==> src/rtl/fcs_frame_sequencer.sv <==
// fcs_frame_sequencer
// Frame-level controller for an external 32-bit crc32 engine. Full beats are
// folded by the engine in one cycle; the bytes of a partial last beat are
// folded one per cycle by an internal byte-wise CRC step. The final FCS and
// frame byte length are presented with a one-cycle result strobe.
module fcs_frame_sequencer #(
   parameter int DATA_WIDTH = 32,
   parameter int CRC_WIDTH  = 32,
   parameter int LEN_WIDTH  = 16
) (
   input  logic                    i_clk,
   input  logic                    i_reset_n,
   input  logic [DATA_WIDTH-1:0]   s_axis_tdata,
   input  logic [DATA_WIDTH/8-1:0] s_axis_tkeep,
   input  logic                    s_axis_tvalid,
   input  logic                    s_axis_tlast,
   output logic                    s_axis_tready,
   output logic [DATA_WIDTH-1:0]   o_crc_data,
   output logic [CRC_WIDTH-1:0]    o_crc_state,
   output logic                    o_crc_en,
   input  logic [CRC_WIDTH-1:0]    i_crc_next,
   output logic [CRC_WIDTH-1:0]    o_fcs,
   output logic [LEN_WIDTH-1:0]    o_frame_len,
   output logic                    o_fcs_valid,
   output logic                    o_fcs_err,
   output logic                    o_busy
);

   localparam logic [CRC_WIDTH-1:0] CRC_INIT = {CRC_WIDTH{1'b1}};
   localparam logic [CRC_WIDTH-1:0] CRC_POLY = 32'hEDB8_8320;

   typedef enum logic [1:0] {
      ST_IDLE = 2'd0,
      ST_RUN  = 2'd1,
      ST_TAIL = 2'd2
   } state_t;

   // One reflected CRC-32 byte step (LSB first), used for partial tail bytes.
   function automatic logic [CRC_WIDTH-1:0] crc_fold_byte(
      input logic [CRC_WIDTH-1:0] crc,
      input logic [7:0]           b
   );
      logic [CRC_WIDTH-1:0] c;
      c = crc ^ {{(CRC_WIDTH-8){1'b0}}, b};
      for (int i = 0; i < 8; i++) begin
         if (c[0]) begin
            c = (c >> 1) ^ CRC_POLY;
         end else begin
            c = c >> 1;
         end
      end
      return c;
   endfunction

   // Length add that sticks at all-ones instead of wrapping.
   function automatic logic [LEN_WIDTH-1:0] len_sat_add(
      input logic [LEN_WIDTH-1:0] len,
      input logic [2:0]           inc
   );
      logic [LEN_WIDTH:0] sum;
      sum = {1'b0, len} + {{(LEN_WIDTH-2){1'b0}}, inc};
      if (sum[LEN_WIDTH]) begin
         return {LEN_WIDTH{1'b1}};
      end else begin
         return sum[LEN_WIDTH-1:0];
      end
   endfunction

   state_t                  state_q, state_d;
   logic [CRC_WIDTH-1:0]    crc_q, crc_d;
   logic [LEN_WIDTH-1:0]    len_q, len_d;
   logic                    err_q, err_d;
   logic [DATA_WIDTH-1:0]   tail_data_q, tail_data_d;
   logic [1:0]              tail_cnt_q, tail_cnt_d;
   logic [CRC_WIDTH-1:0]    fcs_q, fcs_d;
   logic [LEN_WIDTH-1:0]    flen_q, flen_d;
   logic                    fval_q, fval_d;
   logic                    ferr_q, ferr_d;
   logic                    ready_q;
   logic                    busy_q;

   logic                    accept_s;
   logic                    keep_full_s;
   logic                    keep_part_s;
   logic [1:0]              keep_cnt_s;
   logic                    crc_en_s;
   logic [CRC_WIDTH-1:0]    tail_fold_s;
   logic                    res_s;
   logic [CRC_WIDTH-1:0]    res_fcs_s;
   logic [LEN_WIDTH-1:0]    res_len_s;
   logic                    res_err_s;

   // Beat acceptance and tkeep classification of the current beat.
   always_comb begin
      accept_s    = s_axis_tvalid & ready_q & i_reset_n;
      keep_full_s = (s_axis_tkeep == 4'hF);
      keep_part_s = 1'b1;
      keep_cnt_s  = 2'd0;
      case (s_axis_tkeep)
         4'h1:    keep_cnt_s  = 2'd1;
         4'h3:    keep_cnt_s  = 2'd2;
         4'h7:    keep_cnt_s  = 2'd3;
         default: keep_part_s = 1'b0;
      endcase
   end

   // FSM state register.
   always_ff @(posedge i_clk) begin
      if (!i_reset_n) begin
         state_q <= ST_IDLE;
      end else begin
         state_q <= state_d;
      end
   end

   // FSM next-state logic.
   always_comb begin
      state_d = state_q;
      case (state_q)
         ST_IDLE, ST_RUN: begin
            if (accept_s) begin
               if (!s_axis_tlast) begin
                  state_d = ST_RUN;
               end else if (keep_part_s) begin
                  state_d = ST_TAIL;
               end else begin
                  state_d = ST_IDLE;
               end
            end else begin
               state_d = state_q;
            end
         end
         ST_TAIL: begin
            if (tail_cnt_q == 2'd1) begin
               state_d = ST_IDLE;
            end else begin
               state_d = ST_TAIL;
            end
         end
         default: state_d = ST_IDLE;
      endcase
   end

   // FSM outputs and datapath next values (engine enable, CRC, length, results).
   always_comb begin
      crc_en_s    = 1'b0;
      crc_d       = crc_q;
      len_d       = len_q;
      err_d       = err_q;
      tail_data_d = tail_data_q;
      tail_cnt_d  = tail_cnt_q;
      res_s       = 1'b0;
      res_fcs_s   = ~crc_q;
      res_len_s   = len_q;
      res_err_s   = err_q;
      tail_fold_s = crc_fold_byte(crc_q, tail_data_q[7:0]);
      case (state_q)
         ST_IDLE, ST_RUN: begin
            if (accept_s) begin
               if (!s_axis_tlast) begin
                  // Mid-frame beats always carry 4 bytes; a bad tkeep is only flagged.
                  crc_en_s = 1'b1;
                  crc_d    = i_crc_next;
                  len_d    = len_sat_add(len_q, 3'd4);
                  if (!keep_full_s) begin
                     err_d = 1'b1;
                  end else begin
                     err_d = err_q;
                  end
               end else if (keep_full_s) begin
                  crc_en_s  = 1'b1;
                  res_s     = 1'b1;
                  res_fcs_s = ~i_crc_next;
                  res_len_s = len_sat_add(len_q, 3'd4);
               end else if (s_axis_tkeep == 4'h0) begin
                  res_s = 1'b1;
               end else if (keep_part_s) begin
                  tail_data_d = s_axis_tdata;
                  tail_cnt_d  = keep_cnt_s;
                  len_d       = len_sat_add(len_q, {1'b0, keep_cnt_s});
               end else begin
                  // Non-contiguous last beat: report with error, CRC untouched.
                  res_s     = 1'b1;
                  res_err_s = 1'b1;
               end
            end else begin
               crc_en_s = 1'b0;
            end
         end
         ST_TAIL: begin
            crc_d       = tail_fold_s;
            tail_data_d = tail_data_q >> 8;
            tail_cnt_d  = tail_cnt_q - 2'd1;
            if (tail_cnt_q == 2'd1) begin
               res_s     = 1'b1;
               res_fcs_s = ~tail_fold_s;
            end else begin
               res_s = 1'b0;
            end
         end
         default: begin
            crc_d = CRC_INIT;
         end
      endcase

      if (res_s) begin
         fcs_d  = res_fcs_s;
         flen_d = res_len_s;
         fval_d = 1'b1;
         ferr_d = res_err_s;
         crc_d  = CRC_INIT;
         len_d  = {LEN_WIDTH{1'b0}};
         err_d  = 1'b0;
      end else begin
         fcs_d  = fcs_q;
         flen_d = flen_q;
         fval_d = 1'b0;
         ferr_d = ferr_q;
      end
   end

   // Datapath and result registers; results hold until the next strobe.
   always_ff @(posedge i_clk) begin
      if (!i_reset_n) begin
         crc_q       <= CRC_INIT;
         len_q       <= {LEN_WIDTH{1'b0}};
         err_q       <= 1'b0;
         tail_data_q <= {DATA_WIDTH{1'b0}};
         tail_cnt_q  <= 2'd0;
         fcs_q       <= {CRC_WIDTH{1'b0}};
         flen_q      <= {LEN_WIDTH{1'b0}};
         fval_q      <= 1'b0;
         ferr_q      <= 1'b0;
         ready_q     <= 1'b0;
         busy_q      <= 1'b0;
      end else begin
         crc_q       <= crc_d;
         len_q       <= len_d;
         err_q       <= err_d;
         tail_data_q <= tail_data_d;
         tail_cnt_q  <= tail_cnt_d;
         fcs_q       <= fcs_d;
         flen_q      <= flen_d;
         fval_q      <= fval_d;
         ferr_q      <= ferr_d;
         ready_q     <= (state_d != ST_TAIL);
         busy_q      <= (state_d != ST_IDLE);
      end
   end

   assign s_axis_tready = ready_q;
   assign o_crc_data    = s_axis_tdata;
   assign o_crc_state   = crc_q;
   assign o_crc_en      = crc_en_s;
   assign o_fcs         = fcs_q;
   assign o_frame_len   = flen_q;
   assign o_fcs_valid   = fval_q;
   assign o_fcs_err     = ferr_q;
   assign o_busy        = busy_q;

endmodule

==> config.mk <==
export PLATFORM = sky130hd
export DESIGN_NAME = fcs_frame_sequencer
export DESIGN_NICKNAME = d
export VERILOG_FILES = /design/src/rtl/fcs_frame_sequencer.sv
export SDC_FILE = /design/constraint.sdc
export NUM_CORES = 1
export LEC_CHECK = 0
export CAP_MARGIN = 30
export CORE_MARGIN = 2
export CORE_UTILIZATION = 56
export CTS_BUF_LIST = sky130_fd_sc_hd__clkbuf_4
export DETAILED_ROUTE_END_ITERATION = 10
export HOLD_SLACK_MARGIN = 0.12
export MAX_ROUTING_LAYER = met4
export PLACE_DENSITY_LB_ADDON = 0.08
export SKIP_LAST_GASP = 1
export SYNTH_ARGS = -nofsm -noshare
export SYNTH_HDL_FRONTEND = slang
export SYNTH_SLANG_ARGS = --single-unit
==> constraint.sdc <==
create_clock -name i_clk -period 3.9 [get_ports i_clk]
set_clock_uncertainty 0.2 [all_clocks]
set_input_delay 0.39 -clock i_clk [delete_from_list [all_inputs] [get_ports i_clk]]
set_output_delay 0.39 -clock i_clk [all_outputs]
set_load 0.01 [all_outputs]
==> metrics.md, run 1 <==
| Metric | Value |
|---|---|
| Core Util, Final | `approximately 72%` |
| # DRC | `0` |
| Switch Pwr | `~0.87 mW` |
| IO Port Bufs | `approximately 190` |
| Syn_area_per_cell | `a little under 9 µm²` |
| Period utilization | `74.7%` |
| DR iter-0 viols | `between 800 and 900` |
| Post-Route Setup TNS | `0 ns` |
| CTS resizes | `0` |
| Pleak | `~3.6 nW` |
| First-pass GRT wire length | `between 30 and 40 mm` |
| TritonCTS buffer count | `17` |
| Seq cells post-synth | `approximately 140` |
| Post-synthesis cell type count | `72` |
| Worst EP required | `about 4.2 ns` |
| Sw Ratio | `roughly 29%` |
| Detailed Routing Iterations Pass 1 | `8` |
| Total GRT Usage | `between 30% and 40%` |
| EDFF count, synth | `0` |
| Largest net degree at the start of global routing | `between 60 and 70` |
| Met3 Routed Length | `about 2.3 mm` |
| Maximum VDD drop | `around 0.21 mV` |
| CP endpoint kind | `flop` |
| Synth Instances | `between 800 and 900` |
| Clk sinks | `around 140` |
| RD Place Congestion | `about 0.93` |
| Initial antenna violation count | `1` |
| Die width | `between 100 and 150 µm` |
| Hold Path Class | `in -> reg` |
| Fin. Hold Viols | `0` |
| R2r worst-path depth | `6` |
| Htree depth | `4` |
| Routed Antenna Nets | `0` |
| Slew headroom | `55.8%` |
| Synth Flop Type | `dfxtp_1` |
| Synth Cell Area | `around 7800 µm²` |
| Detailed-route wire length per cell | `about 20 µm` |
| Core area | `~14000 µm²` |
| Internal power | `2.17 mW` |
| IO Pins | `between 150 and 200` |
| DRT Wirelength | `~24 mm` |
| Chip height | `122 µm` |
| Crit path DAT | `3.21 ns` |
| Grt total ovfl | `0` |
| Share of post-route cells with drive strength above 1 | `under 10%` |
| Status | `finished, final reports clean` |
| Crit-path max FO | `15` |
| Finished Layout Cells | `between 1k and 1.5k` |
| CTS tree | `yes` |
| Fmax | `roughly 340 MHz` |
| Post-CTS Hold Buffers | `0` |
| Gate power share | `18.1%` |
| Power per cell area | `about 300 nW/µm²` |
| Syn-to-layout area delta | `26.1%` |
| Sequential power share | `around half` |
| Post-synth ARST share | `0%` |
| # rows | `43` |
| Clk Latency, worst-skew pair | `0.58 ns` |
| Seq/Total Area, Yosys | `a little over a third` |
| Die Area | `approximately 15000 µm²` |
| Slew @ Worst Pin | `~0.66 ns` |
| Nets | `approximately 1.1k` |
| Clock share of power | `between 30% and 40%` |
| Max-cap viol count | `0` |
| Routed vias | `~7.6k` |
| Placed wire-length estimate | `16.6 mm` |
| Worst Hold Depth | `3` |
| Startpoint types | `flop` |
| Clock slew at reported path FFs | `about 0.13 ns` |
| Post-CTS setup buffers | `0` |
| Setup Viol. Count Final | `0` |
| WS Path Type | `reg -> reg` |
| Initial Util | `between 50% and 60%` |
| Dpl cells | `1170` |
| Met1 Routed Length | `between 10 and 15 mm` |
| Syn_nets | `962` |
| RSZ-0062 raised after global routing | `false` |
| Crit path time final | `2.91 ns` |
| Highest routed layer | `met4` |
| Vias in the first global route | `slightly below 7k` |
| Vias per cell | `6.28` |
| CTS Buffer Depth | `2` |
| Yosys warns | `0` |
| Final Max Slew Viols | `0` |
| Clk root buf | `clkbuf_4` |
| Wire length on met2 | `10.5 mm` |
-- sequential cells by signal, summed over array words and instances (netlist names) --
signal / cells
o_crc_state: 32
o_fcs: 32
tail_data_q: 32
len_q: 16
o_frame_len: 16
state_q: 2
tail_cnt_q: 2
err_q: 1
o_busy: 1
o_fcs_err: 1
o_fcs_valid: 1
s_axis_tready: 1
-- stage by stage --
step | cell area, µm² | hold slack, ns | total power [mW] | setup WS (ns)
finish | 9860 | 0.174 | 3.04 | 0.986
global route | 9860 | 0.183 | 3.13 | 0.816
CTS | 9850 | 0.155 | 3.04 | 1.01
detailed placement | 9540 | 0.238 | 2.03 | 0.435
global placement | 9540 | 0.234 | 2.03 | 0.475
floorplan | 7820 | 0.232 | 1.82 | 1.27
-- final cells by class --
| cell class | instances | area [µm²] |
|---|---|---|
| fillers | 1141 | 3910 |
| clock buffers | 18 | 135 |
| clock inverters | 14 | 173 |
| repair buffers | 212 | 2090 |
| flip-flops and latches | 137 | 2740 |
| well taps | 180 | 225 |
| inverters | 18 | 67.6 |
| diodes | 5 | 12.5 |
| multi-input cells | 623 | 4420 |
-- power by group through the flow --
stage | Clock [mW] | Sequential (mW) | Combinational (mW)
4_1_cts | 1.04 | 1.46 | 0.545
3_5_place_dp | 0 | 1.49 | 0.543
5_1_grt | 1.09 | 1.46 | 0.585
2_1_floorplan | 0 | 1.49 | 0.333
6_report | 1.03 | 1.46 | 0.550
3_3_place_gp | 0 | 1.49 | 0.538
-- worst max-delay path, cell delays in order (launching register included) --
cell and delay, ns:
dfxtp_1 0.47, ha_1 0.33, nand3_2 0.19, or4_1 0.87, o211ai_2 0.35, a41oi_1 0.15
a311oi_1 0.25
-- routing by layer --
| layer | vias to the layer above | GRT usage (%) |
|---|---|---|
| met1 | 3581 | 46.2 |
| li1 | 3520 | - |
| met3 | 46 | 7.16 |
| met5 | - | - |
| met2 | 433 | 47.3 |
| met4 | 0 | 10.4 |
-- worst paths after layout --
kind,from,endpoint,slack (ns)
setup / recovery,len_q[3],len_q[7],0.99
hold / removal,s_axis_tdata[26],tail_data_q[26],0.17
setup reg to reg,len_q[3],len_q[7],0.99
hold reg to reg,o_frame_len[6],o_frame_len[6],0.25
-- cell usage in the layout, fill, tap and decap left out, types with 9 or more instances in the layout --
master / count
inv_1: 16
nand2_1: 125
nand3_1: 22
a22o_1: 20
clkbuf_4: 18
o21ai_0: 29
o221ai_1: 28
dfxtp_1: 136
xnor3_1: 11
a21oi_1: 54
a311oi_1: 30
o21ai_1: 13
a211oi_1: 16
nor3_1: 16
o32a_1: 13
buf_4: 22
o211ai_1: 10
nor2_1: 57
xnor2_1: 23
nand4_1: 13
or3_1: 13
clkdlybuf4s50_1: 188
a211o_1: 9
-- cells in the mapped netlist (10+ instances only) --
master,count,area share (%)
dfxtp_1,137,35
nand2_1,125,6.0
nor2_1,57,2.7
a21oi_1,54,3.5
clkbuf_1,48,2.3
buf_4,32,3.1
a311oi_1,30,3.4
o21ai_0,30,1.9
o221ai_1,28,3.1
xnor2_1,23,2.6
nand3_1,22,1.4
a22o_1,20,2.2
nor3_1,17,1.1
a211oi_1,16,1.5
buf_2,16,1.0
inv_1,16,0.77
nand4_1,13,1.0
o32a_1,13,1.7
or3_1,13,1.0
o21ai_1,12,0.77
xnor3_1,11,3.2
o211ai_1,10,0.96
-- cells by family after synthesis --
kind of cell             share of synthesized area (%)
flip-flops                                        35.1
adder cells (fa/ha/maj)                          0.896
AO/OA/AOI/OAI                                     25.1
XOR/XNOR                                          13.2
buffers and inverters                             8.53
AND/OR/NAND/NOR                                   16.7
multiplexers                                     0.528
Power figures use the tool's default switching activity.
==> run 2: changes to the inputs <==
Settings changed: CORE_UTILIZATION 56 to 47.
Clock period 3.9 ns to 2.4 ns, I/O delays scaled along.
==> metrics.md, run 2 (synthesized netlist as in run 1, its figures left out) <==
| Metric | Value |
|---|---|
| Buffers plus inverters on the worst setup path | `0` |
| Crit path time final | `2.35 ns` |
| Power per cell area | `440 nW/µm²` |
| Pleak | `4.19 nW` |
| Hold Path Class | `in -> reg` |
| # DRC | `0` |
| Die Area | `about 18000 µm²` |
| Crit path launch | `o_crc_state[5]` |
| Vias in the first global route | `7359` |
| Clock slew at reported path FFs | `about 0.13 ns` |
| Largest stage delay on the critical path | `0.42 ns` |
| Largest net degree at the start of global routing | `between 50 and 60` |
| Chip height | `between 100 and 150 µm` |
| Maximum VDD drop | `between 0.2 and 0.3 mV` |
| Nets | `around 1.2k` |
| Grt total ovfl | `0` |
| Crit-path max FO | `6` |
| DRT Wirelength | `~26 mm` |
| Crit path DAT | `between 2 and 3 ns` |
| Filler Cell Count | `around 1.4k` |
| Detailed Routing Iterations Pass 1 | `5` |
| Vias per cell | `between 5 and 6` |
| Detailed-route wire length per cell | `18.9 µm` |
| Fmax | `roughly 430 MHz` |
| Pwr Total | `about 4.8 mW` |
| Worst EP required | `2.63 ns` |
| Initial antenna violation count | `1` |
| Routed Antenna Nets | `0` |
| Fin. Hold Viols | `0` |
| Share of post-route cells with drive strength above 1 | `around 16%` |
| Most frequent cells in the layout | `187 x clkdlybuf4s50_1, 136 x dfxtp_1, 124 x nand2_1, 103 x buf_4, 57 x nor2_1` |
| Slew headroom | `roughly three fifths` |
| Routed vias | `between 7k and 8k` |
| Die width | `between 100 and 150 µm` |
| IO Pins | `between 150 and 200` |
| Total GRT Usage | `a little under a third` |
| Clk Latency, worst-skew pair | `roughly 0.55 ns` |
| Slew @ Worst Pin | `0.567 ns` |
| Startpoint types | `flop` |
| Final hold slack | `~0.14 ns` |
| # rows | `between 40 and 50` |
| IO Port Bufs | `approximately 190` |
| Status | `finished, final reports clean` |
| Commonest non-fill, non-tap cell in the layout | `clkdlybuf4s50_1` |
| Slowest CP cell | `dfxtp_1` |
| Final Max Slew Viols | `0` |
| First-pass GRT wire length | `just over 40 mm` |
| WS Path Type | `reg -> reg` |
| Core Util, Final | `approximately two thirds` |
| TritonCTS buffer count | `17` |
| Period utilization | `a little over nine tenths` |
| Htree depth | `4` |
| CTS Buffer Depth | `2` |
| HP Start | `s_axis_tdata[9]` |
| Placed wire-length estimate | `roughly 19 mm` |
| Finished Layout Cells | `between 1k and 1.5k` |
| CTS tree | `yes` |
| Dpl cells | `around 1.3k` |
| Initial Util | `~48%` |
| CP cell instances | `xnor2_4 > xnor3_2 > xnor3_1 > a21oi_1 > a211o_1` |
| Worst r2r src | `o_crc_state[5]` |
| DR iter-0 viols | `roughly 800` |
| Syn-to-layout area delta | `40.3%` |
| Setup Viol. Count Final | `0` |
| Clk sinks | `about 140` |
| RD Place Congestion | `roughly 0.93` |
| Top delay family on crit path | `XOR/XNOR gates` |
| RSZ-0062 raised after global routing | `false` |
| CP endpoint kind | `flop` |
| Core area | `approximately 16000 µm²` |
| Clk root buf | `clkbuf_4` |
| Max-cap viol count | `0` |
[run 2: timing repair]
action / in CTS / in global routing
hold buffers: 31 / 0
pin swaps: 1 / 1
gates resized for setup: 4 / 1
setup buffers: 1 / 4
setup endpoints to repair: 4 / 2
endpoints found under the hold margin: 31 / 0
[run 2: where the power goes]
part	internal (mW)	switching [mW]	total (mW)
Sequential	2.31	0.0509	2.36
Clock	0.511	0.925	1.44
Combinational	0.578	0.453	1.03
Total	3.40	1.43	4.83
[run 2: through the flow]
step	area, µm²	TNS, ns	worst slack (ns)
floorplan	7830	0	0.00600
global placement	10400	-12.47	-0.421
detailed placement	10400	-13.81	-0.478
CTS	10900	0	0.0110
global route	11000	0	0.00292
finish	11000	0	0.0540
[run 2: per-layer routing]
metal / GRT usage, % / share of wire [%] / wire (µm) / vias up
met5: - / 0 / 0 / -
met4: 7.23 / 1.3 / 323 / 0
met3: 5.21 / 8.0 / 2070 / 33
met2: 45.2 / 45 / 11700 / 380
met1: 42.4 / 45 / 11700 / 3655
li1: - / - / - / 3736
[run 2: layout make-up]
cell class	instances	area (µm²)	share of cell area [%]
multi-input combinational	623	4450	40.5
timing repair buffer	333	3180	29.0
sequential	137	2740	25.0
tap	220	275	2.51
clock buffer	17	128	1.16
clock inverter	15	126	1.15
inverter	18	67.6	0.616
antenna	1	2.50	0.0228
[run 2: path summary, 6_finish.rpt]
check / slack (ns) / cells after the start / endpoint
worst max-delay path: 0.05 / 5 / o_crc_state[18]
worst min-delay path: 0.14 / 3 / tail_data_q[9]
worst max register to register: 0.05 / 5 / o_crc_state[18]
worst min register to register: 0.25 / 2 / o_frame_len[6]
[run 2: worst reg2reg max path, cell delays in order (launching register included)]
cell and delay [ns]:
dfxtp_1 0.42, xnor2_4 0.42, xnor3_2 0.42, xnor3_1 0.38, a21oi_1 0.11, a211o_1 0.29
